## config.mk

```make
export PLATFORM = sky130hd
export DESIGN_NAME = im_loader
export DESIGN_NICKNAME = d
export VERILOG_FILES = /design/src/rtl/im_loader.sv
export SDC_FILE = /design/constraint.sdc
export NUM_CORES = 1
export LEC_CHECK = 0
export CORE_MARGIN = 2
export CORE_UTILIZATION = 40
export DETAILED_ROUTE_END_ITERATION = 8
export SLEW_MARGIN = 10
export SYNTH_ARGS = -nofsm -noshare
export SYNTH_HDL_FRONTEND = slang
export SYNTH_SLANG_ARGS = --single-unit
```

## constraint.sdc

```tcl
create_clock -name clk -period 3.5 [get_ports clk]
set_input_delay 0.7 -clock clk [delete_from_list [all_inputs] [get_ports clk]]
set_output_delay 0.7 -clock clk [all_outputs]
set_load 0.01 [all_outputs]
```

## src/rtl/im_loader.sv

```systemverilog
// im_loader: receives a byte stream, packs little-endian 32-bit words,
// writes them to instruction memory and holds the CPU until the load is done.
module im_loader #(
    parameter int DEPTH  = 32,
    parameter int ADDR_W = 5
) (
    input  logic              clk,
    input  logic              reset,
    input  logic              start,
    input  logic [5:0]        word_count,
    input  logic [7:0]        byte_in,
    input  logic              byte_valid,
    output logic              byte_ready,
    output logic              we_IM,
    output logic [ADDR_W-1:0] addr_wr,
    output logic [31:0]       data_wr,
    output logic              cpu_hold,
    output logic              busy,
    output logic              done,
    output logic [7:0]        checksum
);

    typedef enum logic [1:0] {
        IDLE  = 2'd0,
        RECV  = 2'd1,
        WRITE = 2'd2,
        DONE  = 2'd3
    } state_t;

    localparam logic [6:0] MAXW = 7'(DEPTH);

    state_t            r_state;
    logic [5:0]        r_target;
    logic [5:0]        r_words;
    logic [ADDR_W-1:0] r_addr;
    logic [1:0]        r_bidx;
    logic [31:0]       r_word;
    logic [7:0]        r_sum;
    logic              r_we;
    logic [ADDR_W-1:0] r_addr_wr;
    logic [31:0]       r_data_wr;
    logic              r_ready;
    logic              r_busy;
    logic              r_done;
    logic              r_hold;

    logic [5:0]        w_clamp;
    logic              w_accept;

    // Requested length limited to the addressable depth
    assign w_clamp  = ({1'b0, word_count} > MAXW) ? MAXW[5:0] : word_count;
    assign w_accept = r_ready && byte_valid;

    // Load sequencer with all outputs registered alongside the state
    always_ff @(posedge clk) begin
        if (reset) begin
            r_state   <= IDLE;
            r_target  <= '0;
            r_words   <= '0;
            r_addr    <= '0;
            r_bidx    <= '0;
            r_word    <= '0;
            r_sum     <= '0;
            r_we      <= 1'b0;
            r_addr_wr <= '0;
            r_data_wr <= '0;
            r_ready   <= 1'b0;
            r_busy    <= 1'b0;
            r_done    <= 1'b0;
            r_hold    <= 1'b1;
        end else begin
            r_we <= 1'b0;
            unique case (r_state)
                IDLE, DONE: begin
                    if (start) begin
                        r_sum   <= '0;
                        r_addr  <= '0;
                        r_bidx  <= '0;
                        r_words <= '0;
                        if (word_count == 6'd0) begin
                            r_state <= DONE;
                            r_ready <= 1'b0;
                            r_busy  <= 1'b0;
                            r_done  <= 1'b1;
                            r_hold  <= 1'b0;
                        end else begin
                            r_state  <= RECV;
                            r_target <= w_clamp;
                            r_ready  <= 1'b1;
                            r_busy   <= 1'b1;
                            r_done   <= 1'b0;
                            r_hold   <= 1'b1;
                        end
                    end
                end
                RECV: begin
                    if (w_accept) begin
                        r_word[r_bidx*8 +: 8] <= byte_in;
                        r_sum  <= r_sum + byte_in;
                        r_bidx <= r_bidx + 2'd1;
                        if (r_bidx == 2'd3) begin
                            r_state   <= WRITE;
                            r_ready   <= 1'b0;
                            r_we      <= 1'b1;
                            r_addr_wr <= r_addr;
                            r_data_wr <= {byte_in, r_word[23:0]};
                        end
                    end
                end
                WRITE: begin
                    r_addr  <= r_addr + 1'b1;
                    r_words <= r_words + 6'd1;
                    if (r_words + 6'd1 == r_target) begin
                        r_state <= DONE;
                        r_busy  <= 1'b0;
                        r_done  <= 1'b1;
                        r_hold  <= 1'b0;
                    end else begin
                        r_state <= RECV;
                        r_ready <= 1'b1;
                    end
                end
                default: begin
                    r_state <= IDLE;
                end
            endcase
        end
    end

    assign byte_ready = r_ready;
    assign we_IM      = r_we;
    assign addr_wr    = r_addr_wr;
    assign data_wr    = r_data_wr;
    assign cpu_hold   = r_hold;
    assign busy       = r_busy;
    assign done       = r_done;
    assign checksum   = r_sum;

endmodule

```

Word level (Yosys, flattened, before mapping)

Index checks and enable logic that the tools add are counted.

Flip-flop bits (word level): 103
Word-level logic and storage cells: 81
Bits of input ports: 18

Add/sub/neg operators: 5
Bitwise logic cells: 3
Reduce and logical (&&, ||, !) cells: 15
Shift operators: 2
$lt $le $gt $ge: 1
Multiplexer cells: 31
Equal/unequal tests: 10

Operators by type and width:

| operator                  | number |
|---|---|
| $neg A5 Y34               | 1 |
| $shift A8 B34 Y32 const A | 1 |
| $shiftx A8 B34 Y32        | 1 |
| $bwmux W32                | 1 |
| $mux W8                   | 2 |
| $pmux W8 S2               | 1 |
| $reduce_and A3 Y1         | 5 |
| $mux W2                   | 7 |
| $mux W6                   | 2 |
| $pmux W6 S2               | 1 |
| $mux W1                   | 10 |
| $ne A2 B2 Y1 const B      | 5 |
| $pmux W5 S2               | 1 |
| $add A8 B8 Y8             | 1 |
| $add A6 B1 Y6 const B     | 1 |
| $eq A2 B2 Y1 const B      | 3 |
| $eq A6 B6 Y1              | 1 |
| $gt A6 B6 Y1 const B      | 1 |
| $logic_not A6 Y1          | 1 |
| $pmux W2 S3               | 1 |
| $add A5 B1 Y5 const B     | 1 |
| $mux W5                   | 1 |
| $pmux W1 S2               | 2 |
| $pmux W2 S2               | 1 |
| other kinds (11)          | 15 |

Depth between registers and ports, before layout

Gate-level depths: netlist of run 1.

Word-level depth: 4
Mapped depth: 9

Least setup slack after synthesis of run 1

OpenSTA, ideal clock, no wires.

Path kind: in2reg
From: input port byte_in[0]
To: register r_sum[6] (netlist: checksum[6])
Required time: 3.369 ns
Cell stages on the path: 8
Library setup time: 0.131 ns
Slack: 1.246 ns
Buffers on the path: 0
Data arrival time: 2.124 ns
Cell sequence: ha_1 -> fa_1 -> a21o_1 -> a21oi_1 -> o21bai_1 -> a21oi_1 -> xor2_1 -> o22ai_1

Word-level cells in the longest chain between the ends: 3

RTL lines:

| item                 | line | RTL |
|---|---|---|
| from (decl)          | 11   | `input logic [7:0] byte_in,` |
| $add A8 B8 Y8        | 99   | `r_sum <= r_sum + byte_in;` |
| $mux W8              | 97   | `if (w_accept) begin` |
| $pmux W8 S2          | 73   | `unique case (r_state)` |
| to (signal assigned) | 99   |  |
| to (decl)            | 38   | `logic [7:0] r_sum;` |

No other way between the ends. The select of a mux whose other input is x is not followed.
A chain may end at the register's enable or synchronous reset.

Worst setup path in the final report of run 1

From: input port byte_in[1]
To: register r_sum[7] (netlist: checksum[7])

Same word-level chain as after synthesis.

==> results of run 1 <==
-- sequential cells by signal, indices dropped and copies added, names as in the netlist --
name and count:
r_word 24, we_IM 1, data_wr 32, checksum 8, cpu_hold 1, r_words 6, busy 1, r_state 2
addr_wr 5, r_bidx 2, done 1, byte_ready 1, r_addr 5, r_target 6
-- path summary, 6_finish.rpt --
| kind | from | to | depth (start not counted) |
|---|---|---|---|
| max | byte_in[1] | checksum[7] | 8 |
| max reg2reg | r_state[0] | checksum[2] | 8 |
| min reg2reg | r_word[13] | r_word[13] | 2 |
| min | r_word[13] | r_word[13] | 2 |
-- critical path, delay by kind of cell --
kind	cells	cell delay, ns
simple gates	3	0.61
compound gates	3	0.67
fa+ha+maj	1	0.31
buf+inv	1	0.67
-- layout by cell type, fill, tap and decap left out, types with 3 or more instances in the layout --
master             n
a211oi_1           3
ha_1              17
xor2_1             8
nor2_1            41
dfxtp_1           95
and2_1             5
nand3_1           32
a22oi_1            8
nand3b_1           4
buf_4              7
nor3b_1            9
clkdlybuf4s50_1   66
clkbuf_8          10
a21oi_1           77
inv_1              8
nand2_1          113
xnor2_1            7
o21ai_0            3
nor3_1             4
nand4_1            3
a32oi_1            3
-- through the flow --
stage | worst slack (ns) | hold slack, ns | util | total power (W)
finish | 0.827 | 0.456 | 0.510 | 0.00245
global placement | 0.552 | 0.442 | 0.493 | 0.00183
floorplan | 1.25 | 0.432 | - | 0.00164
CTS | 0.847 | 0.456 | 0.510 | 0.00247
detailed placement | 0.480 | 0.447 | 0.493 | 0.00184
global route | 0.722 | 0.474 | 0.510 | 0.00260
-- layer usage --
layer,routed length [µm],global-route usage,vias to the layer above
met5,0,0,-
met4,102,0.0543,0
met3,462,0.0362,9
met2,4170,0.282,84
met1,4800,0.242,1619
li1,-,-,1822
-- power by group through the flow --
stage | combinational [W] | clock, W | sequential, W
2_1_floorplan | 0.000428 | 0 | 0.00121
4_1_cts | 0.000629 | 0.000657 | 0.00119
3_5_place_dp | 0.000629 | 0 | 0.00121
3_3_place_gp | 0.000620 | 0 | 0.00121
6_report | 0.000626 | 0.000635 | 0.00119
5_1_grt | 0.000700 | 0.000702 | 0.00119
-- cells by family (layout without fill, tap and decap cells) --
group / count (synthesis) / after routing / synth area share
xor gates and xnor gates: 15 / 15 / 0.0321
adders and majority gates: 18 / 18 / 0.0569
DFF: 95 / 95 / 0.465
muxes: 2 / 2 / 0.00490
buffers and inverters: 37 / 98 / 0.0386
AOI/OAI and AO/OA: 112 / 112 / 0.160
and+or+nand+nor: 223 / 223 / 0.242
-- cells in the mapped netlist (all sizes together) (2+ instances only) --
cell / count
a211o: 2
a211oi: 3
a21oi: 78
a22oi: 8
a2bb2oi: 2
a32oi: 3
and2: 6
and3: 2
buf: 15
clkbuf: 14
dfxtp: 95
ha: 17
inv: 8
mux2i: 2
nand2: 113
nand2b: 2
nand3: 32
nand3b: 4
nand4: 3
nor2: 41
nor2b: 2
nor3: 5
nor3b: 9
o21a: 2
o21ai: 5
o21bai: 2
o41ai: 2
or3: 2
xnor2: 7
xor2: 8
-- cell type report --
| class | instances | area (µm²) | area share |
|---|---|---|---|
| repair buffers | 75 | 738 | 0.147 |
| flip-flops and latches | 95 | 1900 | 0.378 |
| multi-input cells | 370 | 2030 | 0.403 |
| inverters | 8 | 30.0 | 0.00597 |
| clock inverters | 3 | 20.0 | 0.00398 |
| clock buffers | 12 | 145 | 0.0288 |
| well taps | 133 | 166 | 0.0331 |
==> reports/metrics.csv, run 1 <==
metric,value,unit
cts_root_buf,clkbuf_8,
grt_use_total,0.177,
die_w,105,µm
worstPathCellList,"clkdlybuf4s50_1, ha_1, a21oi_2, nor2_1, o41a_1, or3_1, and2_4, o211ai_2",
ctsLongestPathBuffers,2,
status,"complete, no violations",
synth_top_area_frac,0.465,
critPathRequiredTime,3.79,ns
cts_buffers,9,
min_path_type,flip-flop to flip-flop,
ys_async_sr_fraction,0,
slew_headroom,0.384,
synthTopCellsByArea,"dfxtp_1 47%, nand2_1 10%, a21oi_1 9.4%",
grt_max_degree,53,
place_inst,681,
placed_area,4870,µm²
ctsResizeCount,0,
fin_area,5030,µm²
p_clk_frac,0.259,
routabilityCongestion,0.878,
fin_crit_sh,0.764,
grt_pass1_vias,3327,
ys.flop_type,dfxtp_1,
core,9860,µm²
layout-drive-gt1-share,0.0480,
insertion_delay,0.35,ns
nets,595,
yosys_warnings,0,
drt.antenna.violating_nets,0,
post_drt_wl_per_cell,13.7,µm
drc_errors,0,
r2r_slack,1.37,ns
dpl.hpwl,6910,µm
setup_violations,0,
synth.largest_area_cell,dfxtp_1,
ir_worst_vdd,0.000207,V
clock-sinks,95,
p_switching,0.000813,W
htree_levels,3,
drt_iter0_drc,115,
p_int,0.00163,W
mappedNetlistNets,538,
slew_violations,0,
gr-total-overflow,0,
tns,0,ns
path_class,primary input to flip-flop,
p_leak,1.76,nW
drt_first_pass_iters,4,
cts_hold_buf,0,
syn_area_per_cell,8.15,µm²
path_clk_slew,0.08,ns
num_vias,3534,
drt_wl_total,9530,µm
io_pins,68,
pwr-share-comb,0.256,
ys_ff_latch,95,
critPathMaxFanout,6,
synth_edf_count,0,
start_util,0.415,
rsz0062_at_grt,false,
final.min_clock_period,2.67,ns
dieArea,11000,µm²
area_growth,23.0,%
pwr-share-seq,0.485,
port_buffers,67,
rows,36,
seq_area_frac_synth,0.465,
yosysUniqueCellTypes,44,
antenna_found_initial,0,
synthCells,502,
n_fill_cell,969,
slowest_delay,0.67,ns
post_cts_buffers,0,
cp.arrival,2.96,ns
worstSetupEndpointType,flip-flop,
switching_share,0.332,
netlist_area,4090,µm²
via_per_inst,5.08,
fp.dieH,105,µm
maxCapViolations,0,
hold_viol,0,
num_antenna_cells,0,
power_density,486,nW/µm²
stdcell_count,696,
start_kind,primary input,
fmax,374,MHz
crit_slowest_cell,clkdlybuf4s50_1,
cts_tree,done,
grt_pass1_wl,15900,µm
worst_pin_slew,0.925,ns
clock_skew,0.00711,ns
No activity file was read; power rests on OpenSTA's default activity.
==> run 2: changes to the inputs <==
clock period = 2.72 ns   (was 3.5 ns; I/O delays follow)
==> run 2 against run 1 <==
Worst hold slack worse by 0.00063 ns. First-iteration DRC count is 25% higher. Global-route usage is 0.51 points higher. Total power is 31% higher. Worst setup slack worse by 0.45 ns. Count of clock-buffer cells in the layout is 1 higher. Sequential share of layout area is 0.66 points lower. Via count is 1.4% higher. Final area is 1.8% higher. Register-to-register slack worse by 0.82 ns. Combinational power is 33% higher. Non-clock buffer count is 12 higher.
==> reports/metrics.csv, run 2 (same netlist as run 1, synthesis figures left out) <==
metric,value,unit
status,"complete, no violations",
slew_violations,0,
reg2reg_depth,8,
drt_wl_total,9630,µm
setup_violations,0,
startpoint,byte_in[1],
path_clk_slew,0.08,ns
cts_root_buf,clkbuf_8,
drt.antenna.violating_nets,0,
crit_family,compound AO/OA/AOI/OAI gates,
io_pins,68,
post_cts_buffers,0,
gr-total-overflow,0,
cp.arrival,2.63,ns
worstSetupEndpointType,flip-flop,
place_ws,0.0143,ns
dieArea,11000,µm²
grt_max_degree,47,
drt_first_pass_iters,5,
placed_area,4940,µm²
insertion_delay,0.36,ns
slew_headroom,0.454,
cts_hold_buf,0,
pwr-share-comb,0.260,
pwr-share-seq,0.477,
holdWs,0.455,ns
grt_pass1_vias,3372,
worst_pin_slew,0.819,ns
r2r-start,r_state[0],
die_w,105,µm
start_util,0.415,
num_vias,3584,
routed.top_layer,met4,
wl_met3,482,µm
routabilityCongestion,0.865,
slowest_delay,0.48,ns
grt_use_total,0.182,
maxCapViolations,0,
switching_share,0.331,
p_int,0.00214,W
setup_slack,0.376,ns
drc_errors,0,
drt_iter0_drc,144,
rows,36,
dpl.hpwl,7100,µm
fmax,427,MHz
p_switching,0.00106,W
p_clk_frac,0.263,
worstPathCellList,"clkdlybuf4s50_1, ha_1, a21oi_2, nor2_1, o41a_1, or3_1, and2_4, o211ai_2",
rsz0062_at_grt,false,
antenna_found_initial,0,
fin_crit_sh,0.862,
post_drt_wl_per_cell,13.6,µm
power_density,626,nW/µm²
cts_tree,done,
rr_endpoint,checksum[2],
htree_levels,3,
start_kind,primary input,
path_buf_inv,1,
path_class,primary input to flip-flop,
route.met2.wl,4200,µm
hold_viol,0,
r2r_slack,0.55,ns
cp.depth,8,
min_path_type,flip-flop to flip-flop,
fin_util,0.519,
layout_commonest_cell,nand2_1,
critPathRequiredTime,3.01,ns
p_leak,1.82,nW
n_fill_cell,980,
ir_worst_vdd,0.000343,V
final.min_clock_period,2.34,ns
layout-drive-gt1-share,0.0694,
fp.dieH,105,µm
ctsLongestPathBuffers,2,
core,9860,µm²
wirelength_met1,4810,µm
grt_pass1_wl,16300,µm
cts_buffers,9,
num_antenna_cells,0,
tns,0,ns
clock-sinks,95,
crit_path_end,checksum[7],
crit_slowest_cell,clkdlybuf4s50_1,
port_buffers,67,
layout_common_cells,"113 x nand2_1, 95 x dfxtp_1, 77 x a21oi_1",
largest_register_ffs,32,
fin_area,5120,µm²
clock_skew,0.00934,ns
critPathMaxFanout,2,
via_per_inst,5.06,
ctsResizeCount,0,
nets,607,
area_growth,25.2,%
-- run 2: cell types whose count changed in the layout (fill, tap and decap cells not counted) --
cell	previous run	this run
clkinvlp_4	2	1
clkinv_2	1	2
buf_12	1	0
buf_4	7	20
clkbuf_8	10	11
-- run 2: worst min path at each step --
stage / start / endpoint / slack [ns] / cells past startpoint
after global routing: r_word[3] / r_word[3] / 0.47 / 2
after floorplan: r_word[0] / data_wr[0] / 0.43 / 2
after detailed placement: r_word[18] / r_word[18] / 0.45 / 2
after CTS: r_word[11] / r_word[11] / 0.46 / 2
final: addr_wr[1] / addr_wr[1] / 0.45 / 2
after global placement: r_word[18] / r_word[18] / 0.44 / 2
-- run 2: layout make-up --
type,count,area (µm²),area share
clock inverter,3,17.5,0.00342
multi-input combinational,370,2030,0.396
timing repair buffer,87,816,0.159
inverter,8,30.0,0.00587
sequential,95,1900,0.371
clock buffer,13,159,0.0310
tap,133,166,0.0325
-- run 2: per-stage QoR --
step / power [W] / instances
3_5_place_dp: 0.00239 / 693
2_1_floorplan: 0.00211 / 502
5_1_grt: 0.00340 / 709
6_report: 0.00320 / 709
3_3_place_gp: 0.00237 / 693
4_1_cts: 0.00324 / 709
-- run 2: tightest hold or removal path: cells and delay by family, from the launching register on --
kind	cells	cell delay [ns]
AND/OR/NAND/NOR	1	0.05
flip-flops	1	0.31
AO/OA/AOI/OAI	1	0.05
-- run 2: power groups by stage --
| stage | clock, W | combinational (W) | sequential, W |
|---|---|---|---|
| 2_1_floorplan | 0 | 0.000550 | 0.00156 |
| 3_3_place_gp | 0 | 0.000814 | 0.00156 |
| 3_5_place_dp | 0 | 0.000828 | 0.00156 |
| 4_1_cts | 0.000877 | 0.000832 | 0.00153 |
| 5_1_grt | 0.000929 | 0.000934 | 0.00154 |
| 6_report | 0.000844 | 0.000832 | 0.00153 |
-- run 2: routing by layer --
layer / track usage / up-vias
met5: 0 / -
met4: 0.0733 / 0
met3: 0.0306 / 12
met2: 0.268 / 86
met1: 0.263 / 1645
li1: - / 1841
